==> src/rtl/dma_pkg.sv <==
// Shared types and default sizing for the DMA stream reader slice.
// Imported by the reader top and its output FIFO.
package dma_pkg;

   typedef enum logic [1:0] {
      IDLE  = 2'd0,
      RUN   = 2'd1,
      DRAIN = 2'd2,
      DONE  = 2'd3
   } rd_state_t;

   localparam int RD_LATENCY_DEF = 2;
   localparam int FIFO_DEPTH_DEF = 4;

endpackage

==> src/rtl/dma_stream_fifo.sv <==
// First-word-fall-through synchronous FIFO for the read-data stream.
// Depth must be a power of two so the pointers wrap naturally.
module stream_fifo
   import dma_pkg::*;
#(
   parameter int DW    = 32,
   parameter int DEPTH = FIFO_DEPTH_DEF,
   localparam int AW   = $clog2(DEPTH),
   localparam int CW   = $clog2(DEPTH + 1)
) (
   input  logic          clk,
   input  logic          rst,
   input  logic          push_i,
   input  logic          pop_i,
   input  logic [DW-1:0] din_i,
   output logic [DW-1:0] dout_o,
   output logic [CW-1:0] count_o,
   output logic          full_o,
   output logic          empty_o
);

   logic [DW-1:0] mem_q [DEPTH];
   logic [AW-1:0] wr_q, wr_d;
   logic [AW-1:0] rd_q, rd_d;
   logic [CW-1:0] cnt_q, cnt_d;
   logic          do_push, do_pop;

   assign full_o  = (cnt_q == CW'(DEPTH));
   assign empty_o = (cnt_q == '0);
   assign count_o = cnt_q;
   assign dout_o  = mem_q[rd_q];

   assign do_pop  = pop_i && !empty_o;
   assign do_push = push_i && !full_o;

   always_comb begin
      wr_d  = wr_q;
      rd_d  = rd_q;
      cnt_d = cnt_q;
      if (do_push) wr_d = wr_q + AW'(1);
      if (do_pop)  rd_d = rd_q + AW'(1);
      unique case ({do_push, do_pop})
         2'b10:   cnt_d = cnt_q + CW'(1);
         2'b01:   cnt_d = cnt_q - CW'(1);
         default: cnt_d = cnt_q;
      endcase
   end

   always_ff @(posedge clk) begin
      if (rst) begin
         wr_q  <= '0;
         rd_q  <= '0;
         cnt_q <= '0;
      end else begin
         wr_q  <= wr_d;
         rd_q  <= rd_d;
         cnt_q <= cnt_d;
      end
   end

   always_ff @(posedge clk) begin
      if (do_push) mem_q[wr_q] <= din_i;
   end

   // Credit accounting upstream must make this unreachable.
   always_ff @(posedge clk) begin
      if (!rst) assert (!(push_i && full_o));
   end

endmodule

==> src/rtl/dma_stream_reader.sv <==
// Credit-managed BRAM read engine feeding an AXI-Stream master port.
// Reads are issued only when a FIFO slot is guaranteed for their data.
module dma_stream_reader
   import dma_pkg::*;
#(
   parameter int DATA_WIDTH = 32,
   parameter int PTR_WIDTH  = 16,
   parameter int RD_LATENCY = RD_LATENCY_DEF,
   parameter int FIFO_DEPTH = FIFO_DEPTH_DEF
) (
   input  logic                  clk,
   input  logic                  rst,
   input  logic                  start,
   input  logic [PTR_WIDTH-1:0]  length,
   output logic                  busy,
   output logic                  done,
   output logic                  dma_rd_en,
   output logic [PTR_WIDTH-1:0]  dma_read_pointer,
   input  logic [DATA_WIDTH-1:0] dma_rd_data,
   output logic [DATA_WIDTH-1:0] m_axis_tdata,
   output logic                  m_axis_tvalid,
   input  logic                  m_axis_tready,
   output logic                  m_axis_tlast
);

   localparam int CW = $clog2(FIFO_DEPTH + 1);

   rd_state_t             state_q, state_d;
   logic [PTR_WIDTH-1:0]  len_q, len_d;
   logic [PTR_WIDTH-1:0]  iss_q, iss_d;
   logic [PTR_WIDTH-1:0]  beat_q, beat_d;
   logic [PTR_WIDTH-1:0]  len_m1;
   logic [RD_LATENCY-1:0] pipe_q, pipe_d;
   logic [CW-1:0]         fifo_cnt;
   logic                  fifo_full, fifo_empty;
   logic                  issue, push, pop;
   logic [31:0]           inflight;

   assign len_m1 = len_q - PTR_WIDTH'(1);
   assign push   = pipe_q[RD_LATENCY-1];
   assign pop    = m_axis_tvalid && m_axis_tready;

   always_comb begin
      inflight = '0;
      for (int i = 0; i < RD_LATENCY; i++)
         inflight = inflight + 32'(pipe_q[i]);
   end

   // Every outstanding read already owns a FIFO slot.
   assign issue = (state_q == RUN) && !fifo_full &&
                  ((inflight + 32'(fifo_cnt)) < 32'(FIFO_DEPTH));

   always_comb begin
      pipe_d[0] = issue;
      for (int i = 1; i < RD_LATENCY; i++)
         pipe_d[i] = pipe_q[i-1];
   end

   always_comb begin
      state_d = state_q;
      len_d   = len_q;
      iss_d   = iss_q;
      beat_d  = beat_q;
      if (pop) beat_d = beat_q + PTR_WIDTH'(1);
      unique case (state_q)
         IDLE: begin
            if (start) begin
               len_d   = length;
               iss_d   = '0;
               beat_d  = '0;
               state_d = (length == '0) ? DONE : RUN;
            end
         end
         RUN: begin
            if (issue) begin
               iss_d = iss_q + PTR_WIDTH'(1);
               if (iss_q == len_m1) state_d = DRAIN;
            end
         end
         DRAIN: begin
            if (pop && m_axis_tlast) state_d = DONE;
         end
         DONE:    state_d = IDLE;
         default: state_d = IDLE;
      endcase
   end

   always_ff @(posedge clk) begin
      if (rst) begin
         state_q <= IDLE;
         len_q   <= '0;
         iss_q   <= '0;
         beat_q  <= '0;
         pipe_q  <= '0;
      end else begin
         state_q <= state_d;
         len_q   <= len_d;
         iss_q   <= iss_d;
         beat_q  <= beat_d;
         pipe_q  <= pipe_d;
      end
   end

   stream_fifo #(
      .DW    (DATA_WIDTH),
      .DEPTH (FIFO_DEPTH)
   ) u_fifo (
      .clk     (clk),
      .rst     (rst),
      .push_i  (push),
      .pop_i   (pop),
      .din_i   (dma_rd_data),
      .dout_o  (m_axis_tdata),
      .count_o (fifo_cnt),
      .full_o  (fifo_full),
      .empty_o (fifo_empty)
   );

   assign busy             = (state_q != IDLE);
   assign done             = (state_q == DONE);
   assign dma_rd_en        = issue;
   assign dma_read_pointer = iss_q;
   assign m_axis_tvalid    = !fifo_empty;
   assign m_axis_tlast     = m_axis_tvalid && (beat_q == len_m1);

endmodule

==> config.mk <==
export PLATFORM = sky130hd
export DESIGN_NAME = dma_stream_reader
export DESIGN_NICKNAME = d
export VERILOG_FILES = /design/src/rtl/dma_pkg.sv /design/src/rtl/dma_stream_fifo.sv /design/src/rtl/dma_stream_reader.sv
export SDC_FILE = /design/constraint.sdc
export NUM_CORES = 1
export LEC_CHECK = 0
export CORE_ASPECT_RATIO = 2
export CORE_MARGIN = 1.5
export CORE_UTILIZATION = 40
export CTS_CLUSTER_SIZE = 30
export DETAILED_ROUTE_END_ITERATION = 16
export GPL_TIMING_DRIVEN = 0
export PLACE_DENSITY = 0.71
export SLEW_MARGIN = 5
export SYNTH_ARGS = -nofsm -noshare
export SYNTH_HDL_FRONTEND = slang
export SYNTH_HIERARCHICAL = 1
export SYNTH_SLANG_ARGS = --single-unit
==> constraint.sdc <==
create_clock -name clk -period 8.9 [get_ports clk]
set_input_delay 0.89 -clock clk [delete_from_list [all_inputs] [get_ports clk]]
set_output_delay 0.89 -clock clk [all_outputs]
set_load 0.01 [all_outputs]
==> results of run 1 <==
==> per-layer routing <==
metal / wire [um] / vias up / share of wire / GRT usage
met5: 0 / - / 0 / 0
met4: 656 / 0 / 0.038 / 0.0930
met3: 500 / 36 / 0.029 / 0.0295
met2: 10000 / 119 / 0.58 / 0.331
met1: 6020 / 2564 / 0.35 / 0.157
li1: - / 2534 / - / -
==> state kept, by name, summed over array words and instances (netlist names), named ones only <==
signal            cells
state_q               2
beat_q               16
len_q                16
u_fifo/mem_q        128
u_fifo/wr_q           2
u_fifo/count_o        3
pipe_q                2
dma_read_pointer     16
u_fifo/rd_q           2
==> metrics by stage <==
| step | std cells | cell area, um2 |
|---|---|---|
| after global placement | 989 | 9670 |
| final | 1025 | 10400 |
| after global routing | 1025 | 10400 |
| after detailed placement | 993 | 9760 |
| after floorplan | 619 | 8300 |
| after CTS | 1025 | 10400 |
==> power by group through the flow <==
stage	Combinational, mW	Clock (mW)	Sequential (mW)
after floorplan	0.339	0	1.01
after global placement	0.509	0	1.02
after detailed placement	0.516	0	1.02
after CTS	0.518	0.815	0.996
after global routing	0.565	0.845	1.00
final	0.515	0.796	0.996
==> final cells by class <==
| cell class | instances | area (um2) | area share |
|---|---|---|---|
| Buffer | 30 | 178 | 0.0171 |
| Clock buffer | 18 | 429 | 0.0413 |
| Clock inverter | 14 | 196 | 0.0189 |
| Inverter | 20 | 75.1 | 0.00723 |
| Multi-Input combinational cell | 380 | 2990 | 0.288 |
| Sequential cell | 189 | 5060 | 0.488 |
| Tap cell | 266 | 333 | 0.0321 |
| Timing Repair Buffer | 108 | 1120 | 0.108 |
==> Yosys cell counts (7+ instances only) <==
master	count	area [um2]
nor4_1	7	43.8
o21ai_0	8	40.0
edfxtp_1	128	3840
nand3_1	9	45.0
nor2_1	49	184
nand2_1	61	229
nand4_1	12	75.1
or3_1	10	62.6
clkbuf_1	18	67.6
mux4_2	30	676
dfxtp_1	61	1220
and2_1	7	43.8
and3_1	11	68.8
a21oi_1	32	160
inv_1	19	71.3
xnor2_1	38	333
xor2_1	32	280
ha_1	13	163
buf_2	7	35.0
==> critical path: stages (launching register included) <==
cell and delay, ns:
dfxtp_1 0.30, buf_2 0.17, inv_1 0.07, ha_1 0.13, clkbuf_1 0.28, nor2b_1 0.37, nand2_1 0.13, or4_1 0.56
mux2_1 0.24, o211ai_1 0.24, nor3_1 0.39, clkdlybuf4s50_1 0.61
==> logic make-up (layout without fill, tap and decap cells) <==
group           count (synthesis)  count (layout)  share of synthesized area
flops                         189             189                      0.610
buf+inv                        50             190                     0.0305
fa+ha+maj                      14              14                     0.0220
mux                            36              36                     0.0927
compound gates                 67              67                     0.0528
simple gates                  193             193                      0.118
xor+xnor                       70              70                     0.0739
==> final timing paths <==
check / cells past startpoint / slack, ns / end
max: 11 / 4.08 / m_axis_tlast
min reg2reg: 2 / 0.47 / len_q[15]
max reg2reg: 12 / 5.43 / state_q[1]
min: 2 / 0.47 / len_q[15]
==> results.toml, run 1 <==
[critical_path]
crit_fanout = 8
rr_startpoint = "len_q[0]"
crit_start = "len_q[0]"
required_ns = 8.01
cp-start-kind = "flip-flop"
cp.arrival_ns = 3.93
crit_type = "reg2out"
critPathCaptureType = "output pin"

[floorplan]
start_util = 0.407
std_cell_rows = 74
coreArea_um2 = 20400
die_w_um = 105
num_io_pins = 105
die_h_um = 207
dieArea_um2 = 21700

[route]
vias_per_cell = 5.12
drt-total-wl_mm = 17.2
drc = 0
num_vias = 5253
antenna_left = 0
post_drt_wl_per_cell_um = 16.7
drt_iter0_drc = 149
first_pass_iters = 6

[synthesis]
async_reset_ff_frac = 0
synth_seq_cells = 189
synth_cell_type_count = 57
ys_seq_area_frac = 0.610
synth_fp_nets = 685
syn_inst = 619
syn_area_um2 = 8300
yosysWarningCount = 6
syn-mean-instance-area_um2 = 13.4
synthFlopType = "edfxtp_1"
synth_edf_count = 128

[final_layout]
final_common_cell = "edfxtp_1"
syn2layout_area_growth_pct = 25.1
most-common-layout-cells = "128 x edfxtp_1, 104 x clkdlybuf4s50_1, 61 x nand2_1, 61 x dfxtp_1, 49 x nor2_1"
finalNetCount = 812
fillers = 1760
antenna-diode-count = 0
drive_above_1_share = 0.119
fin_util = 0.510

[sta]
rsz0062_at_grt = "false"
clock_skew_ns = 0.00814
maxSlewHeadroom = 0.127
hold_violations = 0
post-route-min-period_ns = 4.82
tns_ns = 0
hold-worst-slack_ns = 0.472
setup-violations-final = 0
final.period_utilization = 0.542
timing.final.ws_setup_ns = 4.08
fmax_mhz = 207
maxSlewViolCount = 0
tightest_slew_ns = 1.30

[power]
ir_worst_vdd_uv = 148
pwr-share-seq = 0.432
pwr-share-clk = 0.345
power.total_mw = 2.31
pwr-share-comb = 0.223
p_sw_mw = 0.663
powerDensity_nw_per_um2 = 222
switching_share = 0.287
p_int_mw = 1.64
p_leak_nw = 3.46

[placement]
hpwl_mm = 12.7
gp_congestion = 0.913
io_buffers = 104
pre_cts_ws_ns = 4.45

[cts]
clk_latency_ns = 0.43
cts-root-buf = "clkbuf_16"
clockBufferDepth = 2
postCtsSetupBuffers = 0
clk_pin_slew_worst_paths_ns = 0.07
cts.htree.levels = 4
tritoncts = "yes"
clock_sink_count = 189
ctsHoldBuffers = 0
cts_buffers = 17
cts_resized = 0

[hold_path]
worstHoldStart = "len_q[15]"
hp-class = "reg2reg"

[grt]
track_usage = 0.167
grt_pass1_wl_mm = 27.0
overflow = 0
antenna_found_initial = 0
grt_pass1_vias = 5286
grt_max_degree = 30

[flow_run]
maxCapViolCount = 0

[outcome]
status = "finished, final reports clean"
Power figures use the tool's default switching activity.
==> run 2: changes to the inputs <==
- PLACE_DENSITY: 0.71 -> 0.73
- clock period: 8.9 -> 4.2 ns (I/O delays scaled with it)
==> run 2 against run 1 <==
Count of clock-buffer cells in the layout is 1 lower. Sequential share of layout area is 0.15 points higher. Via count is 0.59% higher. Critical path type unchanged. Critical endpoint unchanged.
==> results.toml, run 2 (synthesis gave the netlist of run 1 again) <==
[outcome]
status = "finished, final reports clean"

[hold_path]
holdPathStages = 2
hp-class = "reg2reg"

[critical_path]
rr_startpoint = "u_fifo/count_o[0]"
required_ns = 3.78
crit_start = "len_q[0]"
r2r_slack_ns = 0.90
cp-endpoint = "m_axis_tlast"
reg2reg_depth = 9
crit_fanout = 7
cp_slowest_cell = "clkdlybuf4s50_1"
cp_cell_sequence = "buf_2 > inv_1 > ha_2 > xor2_1 > o21ai_1 > or4_1 > a221oi_1 > nand4_1 > nor3_2 > clkdlybuf4s50_1"
slowest_delay_ns = 0.58
cp.arrival_ns = 3.56
critPathCaptureType = "output pin"
cp-start-kind = "flip-flop"
crit_type = "reg2out"
rr_endpoint = "state_q[1]"

[cts]
clk_pin_slew_worst_paths_ns = 0.07
clockBufferDepth = 2
cts.htree.levels = 4
cts-root-buf = "clkbuf_16"
clock_sink_count = 189
clk_latency_ns = 0.44
cts_buffers = 17
tritoncts = "yes"

[sta]
maxSlewViolCount = 0
fmax_mhz = 251
post-route-min-period_ns = 3.98
hold_violations = 0
setup-violations-final = 0
rsz0062_at_grt = "false"
maxSlewHeadroom = 0.397
hold-worst-slack_ns = 0.468
tightest_slew_ns = 0.897
clock_skew_ns = 0.00979
tns_ns = 0
final.period_utilization = 0.947

[route]
drt_iter0_drc = 149
post_drt_wl_per_cell_um = 17.3
drt-total-wl_mm = 17.7
vias_per_cell = 5.16
antenna_left = 0
drc = 0
first_pass_iters = 4
num_vias = 5284

[power]
switching_share = 0.297
p_leak_nw = 3.43
p_int_mw = 3.36
powerDensity_nw_per_um2 = 463
pwr-share-comb = 0.229
pwr-share-clk = 0.329
p_sw_mw = 1.42
pwr-share-seq = 0.441
ir_worst_vdd_uv = 263

[grt]
overflow = 0
grt_max_degree = 30
antenna_found_initial = 1
track_usage = 0.170
grt_pass1_vias = 5355
grt_pass1_wl_mm = 27.6

[floorplan]
dieArea_um2 = 21700
num_io_pins = 105
die_h_um = 207
die_w_um = 105
std_cell_rows = 74
coreArea_um2 = 20400
start_util = 0.407

[final_layout]
most-common-layout-cells = "128 x edfxtp_1, 104 x clkdlybuf4s50_1, 61 x nand2_1, 61 x dfxtp_1, 49 x nor2_1"
fillers = 1783
top_register = "u_fifo/mem_q"
drive_above_1_share = 0.124
fin_util = 0.508
finalNetCount = 811
finalNonFillerCells = 1025
final_common_cell = "edfxtp_1"
fin_area_um2 = 10400
syn2layout_area_growth_pct = 24.7
largest_reg_flops = 128

[flow_run]
maxCapViolCount = 0

[placement]
hpwl_mm = 13.0
io_buffers = 104
postPlaceCellArea_um2 = 9760
dp_cells = 993
gp_congestion = 0.890
## run 2: cell types whose count changed in the layout (fill, tap and decap cells not counted), moves of 2 or more
cell	before	now
bufinv_16	3	1
clkinvlp_4	0	2
inv_6	5	3
clkbuf_1	19	17
## run 2: per-stage QoR
| step | worst slack [ns] | total power [mW] |
|---|---|---|
| 2_1_floorplan | 1.30 | 2.86 |
| 3_3_place_gp | 0.286 | 3.23 |
| 3_5_place_dp | 0.263 | 3.25 |
| 4_1_cts | 0.0762 | 4.83 |
| 5_1_grt | 0.0352 | 5.00 |
| 6_report | 0.222 | 4.79 |
## run 2: worst min-delay path by stage
stage / startpoint / end / slack (ns)
floorplan: pipe_q[0] / pipe_q[1] / 0.44
global placement: len_q[15] / len_q[15] / 0.46
detailed placement: len_q[15] / len_q[15] / 0.46
CTS: len_q[15] / len_q[15] / 0.47
global route: len_q[15] / len_q[15] / 0.49
finish: len_q[15] / len_q[15] / 0.47
## run 2: layout make-up
| cell class | instances | area (um2) | area share |
|---|---|---|---|
| antenna | 1 | 2.50 | 0.000242 |
| buffer | 29 | 174 | 0.0168 |
| clock buffer | 17 | 425 | 0.0411 |
| clock inverter | 15 | 154 | 0.0149 |
| inverter | 20 | 75.1 | 0.00725 |
| multi-input combinational | 380 | 3000 | 0.290 |
| sequential | 189 | 5060 | 0.489 |
| tap | 266 | 333 | 0.0322 |
| timing repair buffer | 108 | 1120 | 0.108 |
## run 2: repair_timing
action / CTS / global route
endpoints found under the setup margin: 1 / 1
hold endpoints to repair: 0 / 0
cloned: 0 / 0
buffers inserted: 0 / 0
resized for setup: 2 / 1
pin swaps: 0 / 0
hold buffers: 0 / 0
## run 2: power groups by stage
stage | Sequential [mW] | Combinational (mW) | Clock (mW)
final | 2.11 | 1.10 | 1.58
after global routing | 2.12 | 1.20 | 1.68
after CTS | 2.11 | 1.10 | 1.62
after detailed placement | 2.15 | 1.09 | 0
after global placement | 2.15 | 1.08 | 0
after floorplan | 2.14 | 0.718 | 0
## run 2: worst max-delay path: cells and delay by family, from the launching register on
| family | cells | cell delay (ns) |
|---|---|---|
| adders and majority gates | 1 | 0.34 |
| DFF | 1 | 0.31 |
| buffers and inverters | 3 | 0.83 |
| and+or+nand+nor | 3 | 1.03 |
| AOI/OAI and AO/OA | 2 | 0.37 |
| xor gates and xnor gates | 1 | 0.23 |
## run 2: routing by layer
layer | global-route usage | up-vias | wire, um
met3 | 0.0330 | 37 | 576
met5 | 0 | - | 0
li1 | - | 2540 | -
met2 | 0.332 | 135 | 10300
met4 | 0.111 | 0 | 803
met1 | 0.158 | 2572 | 6060
